===== config.mk =====
export PLATFORM = sky130hd
export DESIGN_NAME = fp_decoder_flat
export DESIGN_NICKNAME = d
export VERILOG_FILES = /design/src/rtl/fp_decoder_if.sv /design/src/rtl/fp_decoder.sv /design/src/flat_wrapper.sv
export SDC_FILE = /design/constraint.sdc
export NUM_CORES = 1
export LEC_CHECK = 0
export CORE_MARGIN = 1.5
export CORE_UTILIZATION = 53
export DETAILED_ROUTE_END_ITERATION = 12
export GPL_ROUTABILITY_DRIVEN = 0
export MAX_ROUTING_LAYER = met4
export PLACE_DENSITY = 0.83
export SYNTH_ARGS = -nofsm -noshare
export SYNTH_HDL_FRONTEND = slang
export SYNTH_SLANG_ARGS = --single-unit

===== constraint.sdc =====
create_clock -name clk -period 2.3 [get_ports clk]
set_input_delay 0.69 -clock clk [delete_from_list [all_inputs] [get_ports clk]]
set_output_delay 0.69 -clock clk [all_outputs]
set_load 0.1 [all_outputs]

===== src/rtl/fp_decoder_if.sv =====
// rtl/fp_decoder_if.sv - handshake bundle between a compressed-word producer/consumer and fp_decoder
interface fp_decoder_if;
  logic        in_valid;
  logic        in_ready;
  logic        S;
  logic [2:0]  E;
  logic [3:0]  F;
  logic [11:0] D;
  logic        out_valid;
  logic        out_ready;
  logic        err;

  modport master (
    output in_valid, S, E, F, out_ready,
    input  in_ready, D, out_valid, err
  );

  modport slave (
    input  in_valid, S, E, F, out_ready,
    output in_ready, D, out_valid, err
  );
endinterface


===== src/rtl/fp_decoder.sv =====
// rtl/fp_decoder.sv - expands a sign/exponent/significand word into a 12-bit two's-complement value
module fp_decoder (
  input  logic          clk,
  input  logic          rst,
  fp_decoder_if.slave   bus
);

  localparam logic [1:0] IDLE  = 2'd0;
  localparam logic [1:0] SHIFT = 2'd1;
  localparam logic [1:0] APPLY = 2'd2;
  localparam logic [1:0] DONE  = 2'd3;

  logic [1:0]  state_q, state_d;
  logic        s_q, s_d;
  logic        e_nz_q, e_nz_d;
  logic        f3_q, f3_d;
  logic [11:0] mag_q, mag_d;
  logic [2:0]  cnt_q, cnt_d;
  logic [11:0] d_q, d_d;
  logic        err_q, err_d;
  logic        out_valid_q, out_valid_d;

  always_comb begin
    state_d     = state_q;
    s_d         = s_q;
    e_nz_d      = e_nz_q;
    f3_d        = f3_q;
    mag_d       = mag_q;
    cnt_d       = cnt_q;
    d_d         = d_q;
    err_d       = err_q;
    out_valid_d = out_valid_q;

    case (state_q)
      IDLE: begin
        if (bus.in_valid) begin
          s_d     = bus.S;
          e_nz_d  = (bus.E != 3'd0);
          f3_d    = bus.F[3];
          mag_d   = {8'b0, bus.F};
          cnt_d   = bus.E;
          state_d = SHIFT;
        end
      end
      SHIFT: begin
        if (cnt_q != 3'd0) begin
          mag_d = mag_q << 1;
          cnt_d = cnt_q - 3'd1;
        end else begin
          state_d = APPLY;
        end
      end
      APPLY: begin
        // Negation of a zero magnitude is zero, so negative zero needs no special case.
        d_d         = s_q ? (~mag_q + 12'd1) : mag_q;
        err_d       = e_nz_q && !f3_q;
        out_valid_d = 1'b1;
        state_d     = DONE;
      end
      DONE: begin
        if (bus.out_ready) begin
          out_valid_d = 1'b0;
          state_d     = IDLE;
        end
      end
      default: state_d = IDLE;
    endcase
  end

  always_ff @(posedge clk) begin
    if (rst) begin
      state_q     <= IDLE;
      s_q         <= 1'b0;
      e_nz_q      <= 1'b0;
      f3_q        <= 1'b0;
      mag_q       <= 12'd0;
      cnt_q       <= 3'd0;
      d_q         <= 12'd0;
      err_q       <= 1'b0;
      out_valid_q <= 1'b0;
    end else begin
      state_q     <= state_d;
      s_q         <= s_d;
      e_nz_q      <= e_nz_d;
      f3_q        <= f3_d;
      mag_q       <= mag_d;
      cnt_q       <= cnt_d;
      d_q         <= d_d;
      err_q       <= err_d;
      out_valid_q <= out_valid_d;
    end
  end

  // out_valid is only ever set in DONE, so it can never coincide with in_ready.
  assign bus.in_ready  = (state_q == IDLE);
  assign bus.out_valid = out_valid_q;
  assign bus.D         = d_q;
  assign bus.err       = err_q;

endmodule


===== src/flat_wrapper.sv =====
// flat-port wrapper written by rule: the top's interface ports become plain ports
module fp_decoder_flat 
  (clk, rst, bus_in_valid, bus_S, bus_E, bus_F, bus_out_ready, bus_in_ready, bus_D, bus_out_valid, bus_err);
  fp_decoder_if bus_i ();
  input  logic clk;
  input  logic rst;
  input wire logic [$bits(bus_i.in_valid)-1:0] bus_in_valid;
  input wire logic [$bits(bus_i.S)-1:0] bus_S;
  input wire logic [$bits(bus_i.E)-1:0] bus_E;
  input wire logic [$bits(bus_i.F)-1:0] bus_F;
  input wire logic [$bits(bus_i.out_ready)-1:0] bus_out_ready;
  output wire logic [$bits(bus_i.in_ready)-1:0] bus_in_ready;
  output wire logic [$bits(bus_i.D)-1:0] bus_D;
  output wire logic [$bits(bus_i.out_valid)-1:0] bus_out_valid;
  output wire logic [$bits(bus_i.err)-1:0] bus_err;
  assign bus_i.in_valid = bus_in_valid;
  assign bus_i.S = bus_S;
  assign bus_i.E = bus_E;
  assign bus_i.F = bus_F;
  assign bus_i.out_ready = bus_out_ready;
  assign bus_in_ready = bus_i.in_ready;
  assign bus_D = bus_i.D;
  assign bus_out_valid = bus_i.out_valid;
  assign bus_err = bus_i.err;
  fp_decoder u_core (.clk(clk), .rst(rst), .bus(bus_i));
endmodule

==> key figures <==
Route
  – DR vias: 1,454
  – Drt pass-1 iters: 4
  – Vias/cell: 5.35
  – # DRC: 0
  – Routed len/inst: 12.0 µm
  – Routed Antenna Nets: 0
  – Routed WL: 3250 µm
  – Drt initial violations: 46

Synth
  – Seq/Total Area, Yosys: 0.394
  – Post-synth cell types: 37
  – Post-synth top cells: 34 x dfxtp_1, 34 x nor2_1, 18 x mux2i_1
  – Ranking of synthesized cells by area: dfxtp_1 39%, mux2i_1 10%, nor2_1 7.4%, ha_1 5.1%, a21oi_1 3.8%
  – Yosys Warn Count: 0
  – Cell count after synthesis: 201
  – Avg Inst Size Synth: 8.60 µm²
  – Top_reg_cell synth: dfxtp_1
  – Number of synthesized register bits: 34
  – Top cell type by total area after synthesis: dfxtp_1
  – Synth Net Count: 220
  – EDFF count, synth: 0
  – Post-synth top area share: 0.394
  – Cell area after synthesis: 1730 µm²
  – Synth async-reset ratio: 0

Worst setup path
  – Setup crit end kind: primary output
  – CP Class: reg -> out
  – Worst path cell trace: inv_1 > ha_1 > buf_12
  – WP buf/inv: 2
  – Worst Path Required: 1610 ps
  – Setup crit start kind: register
  – Kind of cell adding the most delay to the critical path: flip-flops
  – CP arrival: 1350 ps
  – Max incr delay on CP: 410 ps
  – CP max stage cell: dfxtp_1
  – CP Max Fanout: 8

Final layout
  – Nets: 246
  – Filler cells: 271
  – Footprint of the multi-input gates: 946 µm²
  – Non-filler cells, final: 272
  – Fin util: 0.674
  – FF+latch area: 681 µm²
  – # diodes: 0
  – Share of cells above drive strength 1: 0.136
  – P&R area growth vs syn: 20.0%
  – Cell area after layout: 2070 µm²

Placed design
  – Post-DP HPWL: 2330 µm
  – DP Worst Slack: 138 ps
  – IO Port Bufs: 26
  – Placed inst area: 2010 µm²
  – Placed insts: 264

GRT
  – Vias in the first global route: 1,262
  – Largest net degree at the start of global routing: 30
  – Grt ovf: 0
  – GRT Resource Usage Total: 0.215
  – First-pass GRT wire length: 5620 µm
  – Initial antenna violation count: 0

Die
  – Core box area: 3080 µm²
  – Initial Util: 0.561
  – Die area: 3610 µm²
  – Die X: 60.1 µm
  – Core Rows: 20
  – DIE HEIGHT: 60.1 µm
  – I/O pins: 27

STA
  – Final Cycle Share: 0.885
  – Unrepaired setup endpoints after global routing: false
  – Final setup vio count: 0
  – Fin. Hold Viols: 0
  – Slew HR: 0.515
  – Worst Max-Slew Pin Slew: 727 ps
  – Max Freq: 491 MHz
  – Period minus WS final: 2040 ps
  – Clk_skew: 3.96 ps
  – Setup TNS: 0 ps
  – Setup ws final: 265 ps
  – Final Slew Violations: 0

Power and ir drop
  – Psw: 1400 µW
  – Peak VDD IR: 0.000862 V
  – Leak Pwr: 0.000855 µW
  – Int Pwr: 1490 µW
  – Clock power share: 0.120
  – Sw frac: 0.483
  – Register share of total power: 0.290
  – Power Dens Cells: 1390 nW/µm²
  – Combinational power share: 0.590

Clocking
  – TritonCTS Buffers: 5
  – Clk Latency, worst-skew pair: 340 ps
  – Post-CTS resize count: 0
  – Clock-pin slew on the worst setup and hold paths: 100 ps
  – Setup repair bufs after CTS: 0
  – Hold buffer count at cts: 0
  – CTS max path bufs: 2
  – Clock Sinks: 34
  – CTS tree: yes
  – CTS HTree Levels: 2
  – Root buf cell: clkbuf_4

Run
  – Max cap viols: 0

Run status
  – Status: finished, final reports clean

Hold path
  – Hold crit path type: reg -> reg
-- cell families (layout without fill, tap and decap cells) --
group | Yosys count | in the layout | share of synthesized area
AO/OA/AOI/OAI | 40 | 40 | 0.149
XOR/XNOR | 6 | 6 | 0.0304
adder cells (fa/ha/maj) | 7 | 7 | 0.0507
buffers and inverters | 22 | 49 | 0.0623
flip-flops | 34 | 34 | 0.394
multiplexers | 18 | 18 | 0.104
AND/OR/NAND/NOR | 74 | 74 | 0.209
-- worst min-delay path, stage by stage (launching register included) --
cell,delay [ps]
dfxtp_1,340
nand2_1,50
o21ai_0,50
-- worst paths after layout --
kind / endpoint / startpoint / cells past startpoint / slack, ps
max reg2reg: u_core.bus.D[8] / u_core.mag_q[0] / 6 / 400
max: bus_in_ready / u_core.state_q[0] / 3 / 260
min: u_core.bus.D[6] / u_core.bus.D[6] / 2 / 460
min reg2reg: u_core.bus.D[6] / u_core.bus.D[6] / 2 / 460
-- power groups by stage --
stage          Clock [µW]  Sequential (µW)  Combinational (µW)
6_report              346              838                1710
5_1_grt               388              856                1840
4_1_cts               359              838                1710
3_5_place_dp            0              850                1710
3_3_place_gp            0              844                1690
2_1_floorplan           0             1210                 960
-- stage by stage --
step | hold slack (ps) | power, µW
final | 465 | 2890
after CTS | 469 | 2910
after global routing | 492 | 3080
after global placement | 439 | 2530
after floorplan | 437 | 2170
after detailed placement | 449 | 2560
-- metal layers --
metal  share of wire  global-route usage  wire [µm]
met1            0.47               0.258       1540
met2            0.47               0.332       1540
met3           0.038              0.0606        122
met4           0.016               0.102         52
met5               0                   -          0
-- placed cells by master, fill, tap and decap left out, drive strengths merged, types with 2 or more instances in the layout --
cell type / n
a21oi: 13
and2: 8
and3: 3
o21ai: 5
xnor2: 3
a221oi: 2
nand2: 9
buf: 19
xor2: 3
clkdlybuf4s50: 11
nor4: 2
nand2b: 4
mux2i: 18
dfxtp: 34
ha: 7
clkbuf: 7
o22ai: 4
a311oi: 2
a211oi: 8
nor3: 3
nand3: 3
inv: 11
nor2: 34
-- area by class of cell --
class,instances,area share
clock buffer,7,0.0266
clock inverter,1,0.00241
inverter,11,0.0199
multi-input combinational,145,0.456
sequential,34,0.328
tap,44,0.0266
timing repair buffer,30,0.140
-- state kept, by name (all words and copies together) (netlist names) --
register              cells
u_core.bus.out_valid      1
u_core.state_q            2
u_core.mag_q             12
u_core.s_q                1
u_core.f3_q               1
u_core.bus.D             12
u_core.bus.err            1
u_core.e_nz_q             1
u_core.cnt_q              3
Power figures use the tool's default switching activity.
